<file path="src/rtl/dfm_pkg.sv">
// Shared types and defaults for the frequency-measurement block: scheduler state,
// tagged result record and default timing constants.
package dfm_pkg;

  typedef enum logic [1:0] {
    StIdle,
    StSettle,
    StMeasure,
    StOutput
  } sched_state_t;

  // Channel tag is sized for the largest supported channel count (16).
  localparam int unsigned ChTagW = 4;

  typedef struct packed {
    logic              timeout;
    logic [ChTagW-1:0] ch;
    logic [63:0]       data;
  } sched_result_t;

  localparam int unsigned DefaultSettleCycles  = 16;
  localparam logic [31:0] DefaultTimeoutCycles = 32'h0400_0000;
  localparam logic [31:0] DefaultGateTime      = 32'd10_000_000;

endpackage

</file>
<file path="src/rtl/ch_next.sv">
// Combinational next-enabled-channel finder: lowest mask bit above cur_i, else the
// lowest set bit overall with wrap_o raised.
module ch_next #(
  parameter int unsigned CH_NUM = 4,
  localparam int unsigned ChW = $clog2(CH_NUM)
) (
  input  logic [CH_NUM-1:0] mask_i,
  input  logic [ChW-1:0]    cur_i,
  output logic [ChW-1:0]    nxt_o,
  output logic              wrap_o
);

  logic [ChW-1:0] lo_idx, hi_idx;
  logic           lo_found, hi_found;

  always_comb begin
    lo_idx   = '0;
    hi_idx   = '0;
    lo_found = 1'b0;
    hi_found = 1'b0;
    for (int unsigned i = 0; i < CH_NUM; i++) begin
      if (mask_i[i] && !lo_found) begin
        lo_idx   = ChW'(i);
        lo_found = 1'b1;
      end
      if (mask_i[i] && !hi_found && (ChW'(i) > cur_i)) begin
        hi_idx   = ChW'(i);
        hi_found = 1'b1;
      end
    end
  end

  assign wrap_o = ~hi_found;
  assign nxt_o  = hi_found ? hi_idx : lo_idx;

endmodule

</file>
<file path="src/rtl/measure_sched.sv">
// Measurement scheduler: walks the latched channel mask, settles and releases the shared
// datapath per channel, and presents tagged results. Watchdog under MEASURE_SCHED_TIMEOUT_EN.
module measure_sched import dfm_pkg::*; #(
  parameter int unsigned CH_NUM         = 4,
  parameter int unsigned SETTLE_CYCLES  = DefaultSettleCycles,
  parameter logic [31:0] TIMEOUT_CYCLES = DefaultTimeoutCycles,
  localparam int unsigned ChW = $clog2(CH_NUM)
) (
  input  logic              clk_i,
  input  logic              rst_i,
  input  logic              start_i,
  input  logic              stop_i,
  input  logic              cont_i,
  input  logic [CH_NUM-1:0] ch_mask_i,
  input  logic [CH_NUM-1:0] sig_clk_i,
  output logic              sig_clk_o,
  output logic              meas_rst_n_o,
  input  logic              meas_wr_en_i,
  input  logic [63:0]       meas_wr_data_i,
  output logic              res_valid_o,
  input  logic              res_ready_i,
  output logic [63:0]       res_data_o,
  output logic [ChW-1:0]    res_ch_o,
  output logic              res_timeout_o,
  output logic              busy_o,
  output logic              done_o
);

  localparam int unsigned    SetW    = $clog2(SETTLE_CYCLES + 1);
  localparam logic [SetW-1:0] SetLast = SetW'(SETTLE_CYCLES - 1);

  if (CH_NUM < 2 || CH_NUM > 16 || SETTLE_CYCLES < 1 || TIMEOUT_CYCLES == '0) begin : g_param_chk
    $error("measure_sched: parameter out of range");
  end

  sched_state_t      state_q;
  logic [CH_NUM-1:0] mask_q;
  logic [ChW-1:0]    sel_q;
  logic [SetW-1:0]   set_cnt_q;
  logic              meas_rst_n_q;
  logic              valid_q;
  logic              done_q;
  logic              stop_pend_q;
  sched_result_t     res_q;

  logic [ChW-1:0] first_ch, nxt_ch;
  logic           unused_first_wrap, nxt_wrap;

  // First instance looks above the top index, so it always wraps to the lowest set bit.
  ch_next #(.CH_NUM(CH_NUM)) u_first (
    .mask_i (ch_mask_i),
    .cur_i  (ChW'(CH_NUM - 1)),
    .nxt_o  (first_ch),
    .wrap_o (unused_first_wrap)
  );

  ch_next #(.CH_NUM(CH_NUM)) u_next (
    .mask_i (mask_q),
    .cur_i  (sel_q),
    .nxt_o  (nxt_ch),
    .wrap_o (nxt_wrap)
  );

`ifdef MEASURE_SCHED_TIMEOUT_EN
  logic [31:0] tmo_cnt_q;
`endif

  always_ff @(posedge clk_i or posedge rst_i) begin
    if (rst_i) begin
      state_q      <= StIdle;
      mask_q       <= '0;
      sel_q        <= '0;
      set_cnt_q    <= '0;
      meas_rst_n_q <= 1'b0;
      valid_q      <= 1'b0;
      done_q       <= 1'b0;
      stop_pend_q  <= 1'b0;
      res_q        <= '0;
`ifdef MEASURE_SCHED_TIMEOUT_EN
      tmo_cnt_q    <= '0;
`endif
    end else begin
      done_q <= 1'b0;
      unique case (state_q)
        StIdle: begin
          if (start_i && |ch_mask_i && !stop_i) begin
            mask_q    <= ch_mask_i;
            sel_q     <= first_ch;
            set_cnt_q <= '0;
            state_q   <= StSettle;
          end
        end
        StSettle: begin
          if (stop_i) begin
            state_q <= StIdle;
          end else if (set_cnt_q == SetLast) begin
            state_q      <= StMeasure;
            meas_rst_n_q <= 1'b1;
`ifdef MEASURE_SCHED_TIMEOUT_EN
            tmo_cnt_q    <= '0;
`endif
          end else begin
            set_cnt_q <= set_cnt_q + 1'b1;
          end
        end
        StMeasure: begin
          if (stop_i) begin
            state_q      <= StIdle;
            meas_rst_n_q <= 1'b0;
          end else if (meas_wr_en_i) begin
            res_q   <= '{timeout: 1'b0, ch: ChTagW'(sel_q), data: meas_wr_data_i};
            valid_q <= 1'b1;
            state_q <= StOutput;
          end
`ifdef MEASURE_SCHED_TIMEOUT_EN
          else if (tmo_cnt_q == TIMEOUT_CYCLES) begin
            res_q   <= '{timeout: 1'b1, ch: ChTagW'(sel_q), data: 64'd0};
            valid_q <= 1'b1;
            state_q <= StOutput;
          end else begin
            tmo_cnt_q <= tmo_cnt_q + 32'd1;
          end
`endif
        end
        StOutput: begin
          if (stop_i) stop_pend_q <= 1'b1;
          if (res_ready_i) begin
            valid_q      <= 1'b0;
            stop_pend_q  <= 1'b0;
            sel_q        <= nxt_ch;
            meas_rst_n_q <= 1'b0;
            if (stop_i || stop_pend_q) begin
              state_q <= StIdle;
            end else if (nxt_wrap && !cont_i) begin
              state_q <= StIdle;
              done_q  <= 1'b1;
            end else begin
              set_cnt_q <= '0;
              state_q   <= StSettle;
            end
          end
        end
        default: state_q <= StIdle;
      endcase
    end
  end

  assign sig_clk_o    = sig_clk_i[sel_q];
  assign meas_rst_n_o = meas_rst_n_q;
  assign res_valid_o  = valid_q;
  assign res_data_o   = res_q.data;
  assign res_ch_o     = res_q.ch[ChW-1:0];
  assign busy_o       = (state_q != StIdle);
  assign done_o       = done_q;

`ifdef MEASURE_SCHED_TIMEOUT_EN
  assign res_timeout_o = res_q.timeout;
`else
  assign res_timeout_o = 1'b0;
`endif

  // Tag field is wider than needed for small CH_NUM.
  logic unused_res;
  assign unused_res = ^{res_q.ch, res_q.timeout};

endmodule

</file>
<file path="config.mk">
export PLATFORM = sky130hd
export DESIGN_NAME = measure_sched
export DESIGN_NICKNAME = d
export VERILOG_FILES = /design/src/rtl/dfm_pkg.sv /design/src/rtl/ch_next.sv /design/src/rtl/measure_sched.sv
export SDC_FILE = /design/constraint.sdc
export NUM_CORES = 1
export LEC_CHECK = 0
export ABC_AREA = 1
export CORE_AREA = 2 2 113 115
export DETAILED_ROUTE_END_ITERATION = 10
export DIE_AREA = 0 0 115 117
export SYNTH_ARGS = -nofsm -noshare
export SYNTH_HDL_FRONTEND = slang
export SYNTH_SLANG_ARGS = --single-unit
</file>
<file path="constraint.sdc">
create_clock -name clk_i -period 2.5 [get_ports clk_i]
set_input_delay 0.5 -clock clk_i [delete_from_list [all_inputs] [get_ports clk_i]]
set_output_delay 0.5 -clock clk_i [all_outputs]
set_load 0.005 [all_outputs]
</file>
# --- Word-level counts from Yosys, hierarchy flattened ---
# Cells that the tools add are included.
word_totals:
  ramBits: 0
  register_bits: 83
  out_inout_bits: 72
  rom_bits: 0
  latchBits: 0
  elab_cells: 133
  input_bits: 79
  n_memories: 0
classes:
  multipliers: 0
  n_shift: 0
  order_cmp: 5
  div_mod_pow: 0
  n_addsub: 1
  n_bitwise: 2
  eq_ne: 16
  muxes: 55
  n_reduce_logical: 44
op_table:
  columns: ["cell", "n"]
  rows:
  - ["$mux W2", 15]
  - ["$mux W5", 6]
  - ["$mux W1", 28]
  - ["$ne A2 B2 Y1 const B", 10]
  - ["$logic_and A1 B1 Y1", 16]
  - ["$pmux W5 S3", 1]
  - ["$logic_not A1 Y1", 11]
  - ["$pmux W2 S4", 1]
  - ["$reduce_and A4 Y1", 2]
  - ["$reduce_bool A2 Y1", 4]
  - ["$reduce_and A7 Y1", 1]
  - ["$ne A3 B3 Y1 const B", 2]
  - ["$reduce_and A3 Y1", 2]
  - ["$reduce_bool A3 Y1", 2]
  - ["$add A5 B1 Y5 const B", 1]
  - ["$eq A5 B4 Y1 const B", 1]
  - ["$reduce_and A5 Y1", 1]
  - ["$eq A2 B2 Y1 const B", 2]
  - ["$gt A1 B2 Y1 const A", 2]
  - ["$gt A2 B2 Y1 const A", 2]
  - ["$pmux W2 S2", 1]
  - ["$reduce_and A2 Y1", 2]
  - ["$reduce_or A4 Y1", 1]
  - ["$lt A2 B3 Y1 const B", 1]
  - ["7 further kinds", 8]

# --- Depth between registers and ports, before layout ---
logic_depth:
  ltp_word: 21
  mapped_depth: 12
  ltp_nobuf: 12

# --- Hierarchy ---
# Synthesis repeated with hierarchy kept, for this count alone.
hier_totals:
  hier_cells: 460
  hier_area_um2: 3742.3
by_module_without_submodules:
  columns: ["module", "cells_per_inst", "seq_area_each_um2", "n_inst", "area_each_um2"]
  rows:
  - ["measure_sched", 420, 2077.0, 1, 3564.7]
  - ["ch_next", 20, 0.0, 2, 88.8]

# --- Worst setup path after synthesis ---
# Ideal clock, no wire load.
synth_timing:
  path_type: "flip-flop to flip-flop"
  start: "reg set_cnt_q[0]"
  end: "reg set_cnt_q[0]"
  period_less_slack_ns: 1.599
  n_path_buf: 0
  t_required_ns: 2.383
  setup_ns: 0.117
  path_stages_with_launch: 13
  t_arrival_ns: 1.482
  setup_slack_ns: 0.901
  path_cell_list: "dfrtp_1 ha_1 nand2_1 nor2_1 ha_1 inv_1 nand2_1 nand3_1 nand2_1 nor2_4 nand2_2 nand2_1 nand2_1"
synth_between:
  elab_chain_len: 4
  word_cells_on_any_way: 7
  classes_between: "add/sub (1); eq/ne (2); mux (3); reduce/logical (1)"
synth_rtl:
  columns: ["item", "line_no", "rtl"]
  rows:
  - ["from (decl)", "measure_sched.sv:39", "logic [SetW-1:0] set_cnt_q;"]
  - ["from (signal assigned)", "measure_sched.sv:103", "set_cnt_q <= set_cnt_q + 1'b1;"]
  - ["$add A5 B1 Y5", "measure_sched.sv:103", null]
  - ["$mux W5", "measure_sched.sv:96", "end else if (set_cnt_q == SetLast) begin"]
  - ["$mux W5", "measure_sched.sv:94", "if (stop_i) begin"]
  - ["$pmux W5 S3", "measure_sched.sv:84", "unique case (state_q)"]
# Parallel ways exist; a longest one is shown, timed or not. The select of a mux whose other input is x is not followed.
# A chain may end at the register's enable or synchronous reset.

# --- Worst setup path after layout ---
layout_timing:
  start: "in sig_clk_i[2]"
  end: "out sig_clk_o"
layout_between:
  elab_chain_len: 2
layout_rtl:
  columns: ["item", "line_no", "rtl"]
  rows:
  - ["from (decl)", "measure_sched.sv:15", "input logic [CH_NUM-1:0] sig_clk_i,"]
  - ["$bmux W1 S2", "measure_sched.sv:148", "assign sig_clk_o = sig_clk_i[sel_q];"]
  - ["$mux W1 (not written as such)", "measure_sched.sv:148", null]
  - ["to (decl)", "measure_sched.sv:16", "output logic sig_clk_o,"]
# Every way passes these cells. The select of a mux whose other input is x is not followed.

==> metrics.txt <==
run status=finished, final reports clean; top cells by area, synth=dfrtp_1, mux2_2, mux2_4, nand2_1, inv_1; top cell type's share of synthesized area=57.3%; postcts setup bufs=0; HP Start=set_cnt_q[4]; period utilization=88.0%; pre-CTS setup slack=307 ps; critical path class=primary input to primary output; drc violations=0; RePlAce Congestion=about 0.84; sequential-to-total area share from yosys stat=57.3%; clock root buffer=clkbuf_16; CTS buffer count=9; Critical Path Start Type=primary input; synthesized instance count=307; area of the die=around 13,000 µm²; mapped cell area=roughly 3600 µm²; via count=2,757; Vias per Instance=4.48; clock slew at reported path FFs=60 ps; Die H=117 µm; max cap viols=0; main flop type after synthesis=dfrtp_1; WL final=approximately 8500 µm; PD cells=1080 nW/µm²; Synth-to-Final Area Change=53.5%; Crit Reg-Reg Startpoint=set_cnt_q[0]; PostCTS Resize Cnt=0; max incr delay on CP=520 ps; clock tree sinks=83; endpoint type of the worst setup path=primary output; Min-Delay Path Class=flop to flop; YS warnings=0; Fin Hold WS=478 ps; Final setup viols=0; Worst-Margin Slew=between 500 and 600 ps; core area=12,300 µm²; row count=41; FMAX=454 MHz; count leader, synth=dfrtp_1; GRT overflow=0; DR WL/cell=13.9 µm; hold path depth=2; CP cell instances=clkdlybuf4s50_1 -> o21ai_0 -> o22ai_1 -> clkdlybuf4s50_1; setup tns final=0 ps; WP data required=2000 ps; Critical-path top delay cell=clkdlybuf4s50_1; Antenna diodes=0; Synth area leader=dfrtp_1; largest net degree at the start of global routing=around 50; DP HPWL=6320 µm; io pins=151; initial antenna violation count=0; final worst setup slack=299 ps; Final nets=542; min cycle time layout=about 2200 ps; Post-synth EDFFs=0; Fillers=1,148; Worst-Skew Late Latency=330 ps; Post-Syn Nets=388; drt initial violations=96; Post-synth top cells=dfrtp_1, mux2_2, nand2_1; Crit. Startpoint=sig_clk_i[2]; CTS hold repair buffers=0; Netlist cell types=26; CTS tree=built; drt pass-1 iters=4; total global-route track usage=12.8%; Synth Area per Inst=11.8 µm²; first-pass GRT wire length=13,300 µm; reg2reg path depth=12; crit path DAT=1700 ps; unrepaired setup endpoints after global routing=false; Max rail drop VDD=0.447 mV; die width=115 µm; H-Tree Depth=3; number of buffers added on ports=149; ANT nets after route=0; register bit total from synthesis=between 80 and 90; CP max FO=1; Slew Viols, Final=0; vias in the first global route=2,765; Final Hold Vio Count=0; share of cells above drive strength 1=20.0%; Fin Clk Skew=a little over 4 ps; max-slew headroom at the worst pin=60.0%; Starting Density=29.4%; clk buf depth=2; Leakage Power=2.54 nW; Async SR Flop Fraction=100%; Crit path top cell by count=clkdlybuf4s50_1
==> final timing paths <==
check | endpoint | slack [ps]
max | sig_clk_o | 300
min | set_cnt_q[4] | 480
max reg2reg | set_cnt_q[3] | 700
min reg2reg | set_cnt_q[4] | 480
max in group asynchronous | res_data_o[22] | 1380
min in group asynchronous | res_data_o[63] | 650
==> worst max-delay path, delay by kind of cell <==
family,cells,cell delay (ps)
buf+inv,2,980
compound gates,2,230
==> registers in the layout (all words and copies together), names as in the netlist <==
register      cells
done_o            1
mask_q            4
meas_rst_n_o      1
res_ch_o          2
res_data_o       64
res_valid_o       1
sel_q             2
set_cnt_q         5
state_q           2
stop_pend_q       1
==> stage by stage <==
stage	power [mW]	std cells	utilization (%)	cell area [µm²]
after detailed placement	4.87	600	43.0	5290
after floorplan	3.37	307	-	3630
final	6.03	616	45.2	5560
after global routing	6.47	616	45.2	5560
after global placement	4.80	600	43.0	5290
after CTS	6.13	616	45.2	5560
==> placed cells by master (no fill, tap or decap), types with 2 or more instances in the layout <==
| master | synthesis | final |
|---|---|---|
| a21boi_0 | 2 | 2 |
| a21oi_1 | 6 | 6 |
| buf_12 | 0 | 2 |
| buf_4 | 1 | 2 |
| clkbuf_1 | 0 | 2 |
| clkbuf_16 | 0 | 9 |
| clkdlybuf4s50_1 | 0 | 149 |
| clkinv_2 | 0 | 2 |
| clkinvlp_4 | 0 | 2 |
| dfrtp_1 | 83 | 83 |
| ha_1 | 2 | 2 |
| inv_1 | 27 | 26 |
| inv_2 | 3 | 3 |
| mux2_2 | 49 | 49 |
| mux2_4 | 16 | 16 |
| nand2_1 | 45 | 45 |
| nand2_2 | 3 | 2 |
| nand3_1 | 16 | 16 |
| nor2_1 | 22 | 22 |
| nor2_4 | 2 | 2 |
| o21ai_0 | 12 | 12 |
==> per-layer routing <==
metal	up-vias	track usage [%]	share of wire, %
met5	-	0	0
met4	0	6.02	1.7
met3	10	2.88	6.1
met2	99	21.8	48
met1	1330	15.5	44
li1	1318	-	-
==> kinds of logic (layout without fill, tap and decap cells) <==
logic type,Yosys count,after routing,synth area share (%)
xor gates and xnor gates,1,1,0.242
muxes,65,65,21.9
adders and majority gates,2,2,0.690
DFF,83,83,57.3
AOI/OAI and AO/OA,24,24,3.66
and+or+nand+nor,91,91,10.9
buffers and inverters,40,199,5.25
other,1,1,0.103
==> final cells by class <==
cell class / instances / area, µm² / area share (%)
Clock inverter: 4 / 26.3 / 0.472
Timing Repair Buffer: 153 / 1550 / 27.8
Multi-Input combinational cell: 184 / 1360 / 24.5
Inverter: 30 / 116 / 2.09
Tap cell: 150 / 188 / 3.37
Clock buffer: 12 / 246 / 4.43
Sequential cell: 83 / 2080 / 37.3
==> power breakdown <==
group	internal (mW)	total (mW)	switching (mW)
clock	0.699	1.22	0.520
combinational	1.66	2.51	0.849
sequential	1.95	2.30	0.352
Note: power is estimated with default switching activity, not from simulation.
